### config.mk
export PLATFORM = sky130hd
export DESIGN_NAME = truth_table_sweeper
export DESIGN_NICKNAME = d
export VERILOG_FILES = /design/src/rtl/tts_pkg.sv /design/src/rtl/tts_order_gen.sv /design/src/rtl/truth_table_sweeper.sv
export SDC_FILE = /design/constraint.sdc
export NUM_CORES = 1
export LEC_CHECK = 0
export BUFFER_PORTS_ARGS = -buffer_cell sky130_fd_sc_hd__buf_2
export CELL_PAD_IN_SITES_DETAIL_PLACEMENT = 0
export CELL_PAD_IN_SITES_GLOBAL_PLACEMENT = 1
export CORE_UTILIZATION = 25
export DETAILED_ROUTE_END_ITERATION = 16
export GPL_ROUTABILITY_DRIVEN = 0
export PLACE_DENSITY_LB_ADDON = 0.1
export SYNTH_ARGS = -nofsm -noshare
export SYNTH_HDL_FRONTEND = slang
export SYNTH_SLANG_ARGS = --single-unit
### constraint.sdc
create_clock -name clk -period 1.6 [get_ports clk]
set_input_delay 0.08 -clock clk [delete_from_list [all_inputs] [get_ports clk]]
set_output_delay 0.08 -clock clk [all_outputs]
set_load 0.03 [all_outputs]
### src/rtl/tts_pkg.sv
// Shared definitions for the truth-table sweeper: FSM state encodings and
// the width helper used to size the settle down-counter.
package tts_pkg;

    typedef enum logic [1:0] {
        ST_IDLE   = 2'd0,
        ST_SETTLE = 2'd1,
        ST_CHECK  = 2'd2,
        ST_DONE   = 2'd3
    } tts_state_e;

    // Bits needed to hold values 0..value-1 (0 for value <= 1).
    function automatic int clog2(input int value);
        int w;
        w = 0;
        for (int i = 0; i < 31; i++) begin
            if (value > (1 << i)) begin
                w = i + 1;
            end
        end
        return w;
    endfunction

endpackage

### src/rtl/tts_order_gen.sv
// Sweep-order mapper: turns the binary sweep index into the vector driven to
// the DUT, either straight binary or reflected Gray code.
module tts_order_gen #(
    parameter int N_IN = 4,
    parameter bit GRAY = 1'b0
) (
    input  logic [N_IN-1:0] i_idx,
    output logic [N_IN-1:0] o_vec
);

    generate
        if (GRAY) begin : g_gray
            // Reflected Gray code: adjacent vectors differ in one input bit.
            always_comb begin
                o_vec = i_idx ^ (i_idx >> 1);
            end
        end else begin : g_bin
            // Binary ascending order.
            always_comb begin
                o_vec = i_idx;
            end
        end
    endgenerate

endmodule

### src/rtl/truth_table_sweeper.sv
// Exhaustive truth-table sweeper for a small N-input, 1-output combinational
// block. Drives every input vector, holds it SETTLE cycles, then samples and
// compares the DUT output against EXP_TABLE (indexed by vector value).
//
// Optional build macro: TRUTH_TABLE_SWEEPER_STOP_ON_FAIL_EN
//   defined   -> the sweep ends at the first mismatch
//   undefined -> the full sweep always runs, counting every mismatch
//
// state  | meaning
// IDLE   | waiting for start, no results yet
// SETTLE | vector applied, settle down-counter running
// CHECK  | single cycle, DUT output sampled at its closing edge
// DONE   | results held until the next accepted start
module truth_table_sweeper
    import tts_pkg::*;
#(
    parameter int                     N_IN      = 4,
    parameter int                     SETTLE    = 2,
    parameter logic [(1<<N_IN)-1:0]   EXP_TABLE = '0,
    parameter bit                     GRAY      = 1'b0
) (
    input  logic            clk,
    input  logic            rst_n,
    input  logic            start,
    input  logic            dut_f_i,
    output logic [N_IN-1:0] vec_o,
    output logic            busy,
    output logic            done,
    output logic            pass,
    output logic [N_IN:0]   err_count,
    output logic [N_IN-1:0] first_fail_vec,
    output logic            first_fail_valid
);

    localparam int             NVEC      = 1 << N_IN;
    localparam int             IDX_W     = N_IN + 1;
    // A SETTLE of 1 needs no counting, but keep at least one bit of register.
    localparam int             CNT_W     = (clog2(SETTLE) < 1) ? 1 : clog2(SETTLE);
    localparam logic [IDX_W-1:0] IDX_LAST = IDX_W'(NVEC - 1);
    localparam logic [N_IN:0]  ERR_MAX   = (N_IN + 1)'(NVEC);
    localparam logic [CNT_W-1:0] CNT_LOAD = CNT_W'(SETTLE - 1);

    tts_state_e        r_state;
    tts_state_e        w_state_nxt;
    logic [IDX_W-1:0]  r_index;
    logic [CNT_W-1:0]  r_cnt;
    logic [N_IN:0]     r_err_count;
    logic [N_IN-1:0]   r_ffv;
    logic              r_ffvalid;

    logic [N_IN-1:0]   w_vec;
    logic              w_exp;
    logic              w_mismatch;
    logic              w_last;
    logic              w_stop;
    logic              w_cnt_tc;
    logic              w_start_ok;

    tts_order_gen #(
        .N_IN (N_IN),
        .GRAY (GRAY)
    ) u_order (
        .i_idx (r_index[N_IN-1:0]),
        .o_vec (w_vec)
    );

    assign w_exp      = EXP_TABLE[w_vec];
    // X or Z on the DUT output must never compare equal, hence the 4-state compare.
    assign w_mismatch = (dut_f_i !== w_exp);
    assign w_last     = (r_index == IDX_LAST);
    assign w_cnt_tc   = (r_cnt == '0);
    assign w_start_ok = start && ((r_state == ST_IDLE) || (r_state == ST_DONE));

`ifdef TRUTH_TABLE_SWEEPER_STOP_ON_FAIL_EN
    assign w_stop = w_mismatch;
`else
    assign w_stop = 1'b0;
`endif

    // State register.
    always_ff @(posedge clk or negedge rst_n) begin
        if (!rst_n) begin
            r_state <= ST_IDLE;
        end else begin
            r_state <= w_state_nxt;
        end
    end

    // Next-state decode.
    always_comb begin
        w_state_nxt = r_state;
        case (r_state)
            ST_IDLE, ST_DONE: begin
                if (start) begin
                    w_state_nxt = ST_SETTLE;
                end
            end
            ST_SETTLE: begin
                if (w_cnt_tc) begin
                    w_state_nxt = ST_CHECK;
                end
            end
            ST_CHECK: begin
                if (w_last || w_stop) begin
                    w_state_nxt = ST_DONE;
                end else begin
                    w_state_nxt = ST_SETTLE;
                end
            end
            default: w_state_nxt = ST_IDLE;
        endcase
    end

    // Sweep index, settle timer and result capture.
    always_ff @(posedge clk or negedge rst_n) begin
        if (!rst_n) begin
            r_index     <= '0;
            r_cnt       <= '0;
            r_err_count <= '0;
            r_ffv       <= '0;
            r_ffvalid   <= 1'b0;
        end else if (w_start_ok) begin
            r_index     <= '0;
            r_cnt       <= CNT_LOAD;
            r_err_count <= '0;
            r_ffv       <= '0;
            r_ffvalid   <= 1'b0;
        end else begin
            case (r_state)
                ST_SETTLE: begin
                    if (!w_cnt_tc) begin
                        r_cnt <= r_cnt - 1'b1;
                    end
                end
                ST_CHECK: begin
                    if (w_mismatch) begin
                        if (r_err_count != ERR_MAX) begin
                            r_err_count <= r_err_count + 1'b1;
                        end
                        if (!r_ffvalid) begin
                            r_ffv     <= w_vec;
                            r_ffvalid <= 1'b1;
                        end
                    end
                    // On the way to DONE the index stays put so vec_o holds the last vector.
                    if (!(w_last || w_stop)) begin
                        r_index <= r_index + 1'b1;
                        r_cnt   <= CNT_LOAD;
                    end
                end
                default: ;
            endcase
        end
    end

    // Status outputs decoded from state.
    always_comb begin
        busy = 1'b0;
        done = 1'b0;
        pass = 1'b0;
        case (r_state)
            ST_SETTLE, ST_CHECK: busy = 1'b1;
            ST_DONE: begin
                done = 1'b1;
                pass = (r_err_count == '0);
            end
            default: ;
        endcase
    end

    assign vec_o            = w_vec;
    assign err_count        = r_err_count;
    assign first_fail_vec   = r_ffv;
    assign first_fail_valid = r_ffvalid;

endmodule
==> summary.txt <==
Setup path
  • Crit path arrival time: roughly 1.8 ns
  • Required @ worst endpoint: 1.78 ns
  • Max FO, Critical Path: 4
  • Startpoint type of the worst setup path: flop
  • Setup Crit Path Kind: flop to flop
  • Worst Setup End Kind: flop

Final layout
  • Fillers: between 400 and 500
  • Layout area overhead: 31.8%
  • Nets@finish: around 140
  • Layout cell share with drive strength beyond 1: 0.336
  • Final Util: 0.350
  • Ant. Diodes: 0

Global routing
  • Total GRT Usage: 0.126
  • First-pass GRT wire length: a little under 4000 um
  • Layer with the highest usage: met2
  • Largest net degree at the start of global routing: 19
  • GR Layer Usage met3: 0.0387
  • Grt met1 use: 0.153
  • Vias in the first global route: between 800 and 900
  • GRT overflow: 0
  • Met2 Usage GRT: 0.211
  • Initial antenna violation count: 0

Power
  • Peak supply drop: approximately 0.5 mV
  • Pwr Density: 1470 nW/um^2
  • Leak: approximately 0.67 nW

Floorplan
  • Core area: between 3000 and 4000 um^2
  • DIE AREA: about 4200 um^2
  • Die width: roughly 65 um
  • Row cnt: 22
  • Ports: 21
  • Die H: ~65 um
  • Initial Util: 0.266

CTS
  • Clock-pin slew on the worst setup and hold paths: approximately 0.070 ns
  • Root Buffer: clkbuf_8
  • CTS Buf Count: 3
  • CTS HTree Levels: 1
  • TritonCTS clock tree: yes
  • CTS Sinks: 18
  • Worst skew pair latency: around 0.25 ns
  • Longest Clk Path Bufs: 2
  • Setup bufs post-CTS: 0

STA
  • Clock skew: around 0.0011 ns
  • Final period util: 0.980
  • Endpoints failing setup: 0
  • Setup TNS: 0 ns
  • Max-slew headroom: 0.709
  • Fmax: about 0.64 GHz
  • Worst slew pin tran: between 0.4 and 0.5 ns
  • Unrepaired setup endpoints after global routing: true
  • Hold Violations, Final: 0
  • Final Slew Violations: 0
  • Final min period: about 1.6 ns

Detailed routing
  • Routed vias: 807
  • Antenna viol nets, final: 0
  • Via-to-Cell Ratio: approximately 4.5
  • DR WL/cell: 12.2 um
  • First drt pass iteration count: 4
  • First DRT Iteration DRCs: 27
  • Routed WL: 2180 um
  • Drt drc: 0

Synthesis
  • Mapped Area: 995 um^2
  • Top-area cell type share of the netlist area: 0.453
  • Syn Inst Count: 100
  • Largest area contributor in the netlist: dfrtp_1
  • Seq/Total Area, Yosys: 0.453
  • Mapped Nets: 112
  • Largest cells by area after synthesis: dfrtp_1 45%, ha_1 10%, mux2i_1 5.0%
  • Post-synthesis register bit count: 18
  • Yosys warns: 0
  • Syn Area/Cell: 9.95 um^2
  • Unique masters post-synth: 31

Job
  • Number of max-cap violations: 0

Placed design
  • Buffers on Ports: 20
  • Final HPWL DP: 1680 um

Worst hold path
  • Worst hold path type: input port to flop

Outcome
  • Outcome: finished clean
stage by stage:
step	hold slack (ns)	cells	area [um^2]	power, mW	setup slack [ns]
2_1_floorplan	-0.216	100	1000	1.23	0.0155
3_3_place_gp	0.0531	174	1220	1.56	0.0362
3_5_place_dp	0.0532	174	1220	1.56	0.0165
4_1_cts	0.137	179	1310	1.96	0.00865
5_1_grt	0.162	179	1310	2.10	-0.0258
6_report	0.136	179	1310	1.92	0.0325
kinds of logic (layout without fill, tap and decap cells):
| logic type | after synthesis | after routing | synth area share |
|---|---|---|---|
| adders and majority gates | 8 | 8 | 0.101 |
| muxes | 5 | 5 | 0.0503 |
| and+or+nand+nor | 33 | 33 | 0.187 |
| xor gates and xnor gates | 2 | 2 | 0.0176 |
| DFF | 18 | 18 | 0.453 |
| AOI/OAI and AO/OA | 19 | 19 | 0.114 |
| buffers and inverters | 15 | 46 | 0.0767 |
power by group:
part	leakage [nW]	switching [mW]	internal, mW
sequential	0.243	0.0516	0.548
combinational	0.394	0.564	0.386
clock	0.0288	0.155	0.218
total	0.666	0.771	1.15
Yosys cell counts:
master,number
a211oi_1,1
a21oi_1,7
a2bb2oi_1,1
a311o_1,1
a31oi_1,1
and2_0,1
and2b_1,1
and3_1,1
and4_1,1
buf_2,1
buf_4,5
dfrtp_1,18
ha_1,8
inv_1,9
mux2i_1,5
nand2_1,7
nand2b_2,1
nand3_1,2
nand3_2,1
nand3b_1,2
nand4_1,1
nor2_1,9
nor2b_1,1
nor4bb_2,1
o211ai_1,1
o21ai_0,5
o22ai_1,1
o31ai_1,1
or3_1,4
xnor2_1,1
xor2_1,1
what timing repair did:
| action | CTS | global route |
|---|---|---|
| pin swaps | 3 | 1 |
| hold buffers | 1 | 0 |
| hold endpoints to repair | 18 | 0 |
| gates resized for setup | 2 | 2 |
| endpoints found under the setup margin | 1 | 2 |
registers in the layout (all words and copies together) (netlist names):
signal,cells
err_count,5
r_index,5
r_cnt,1
first_fail_valid,1
first_fail_vec,4
r_state,2
metal layers:
layer | vias up | wire, um
met2 | 14 | 1070
met3 | 2 | 88
met5 | - | 0
met4 | 0 | 22
li1 | 401 | -
met1 | 390 | 998
worst max-delay path, cell delays in order (launching register included):
cell and delay (ns):
dfrtp_1 0.38, ha_2 0.19, and3_4 0.18, ha_4 0.16, nand2b_4 0.13, or3_1 0.33, a21oi_1 0.12
final cells by class:
type	instances	area [um^2]	area share
Sequential cell	18	450	0.344
Clock buffer	4	55.1	0.0420
Tap cell	48	60.1	0.0458
Multi-Input combinational cell	67	499	0.381
Timing Repair Buffer	33	213	0.162
Inverter	9	33.8	0.0258
placed cells by master (no fill, tap or decap), types with 2 or more instances in the layout:
cell | Yosys | routed
inv_1 | 9 | 9
dfrtp_1 | 18 | 18
nor2_1 | 9 | 9
nand3b_1 | 2 | 2
clkbuf_8 | 0 | 4
ha_1 | 8 | 6
nand2_1 | 7 | 7
nand3_1 | 2 | 2
or3_1 | 4 | 4
buf_2 | 1 | 20
a21oi_1 | 7 | 7
buf_4 | 5 | 11
o21ai_0 | 5 | 5
mux2i_1 | 5 | 5
worst paths after layout:
check                      cells after the start  slack, ns                end         startpoint
hold reg to reg                                2       0.52  first_fail_vec[0]  first_fail_vec[0]
min in group asynchronous                      2       0.30       err_count[4]              rst_n
max in group asynchronous                      2       1.00         r_index[4]              rst_n
setup / recovery                               6       0.03         r_index[3]         r_index[0]
hold / removal                                 3       0.14              r_cnt              start
setup reg to reg                               6       0.03         r_index[3]         r_index[0]
Note: power is estimated with default switching activity, not from simulation.
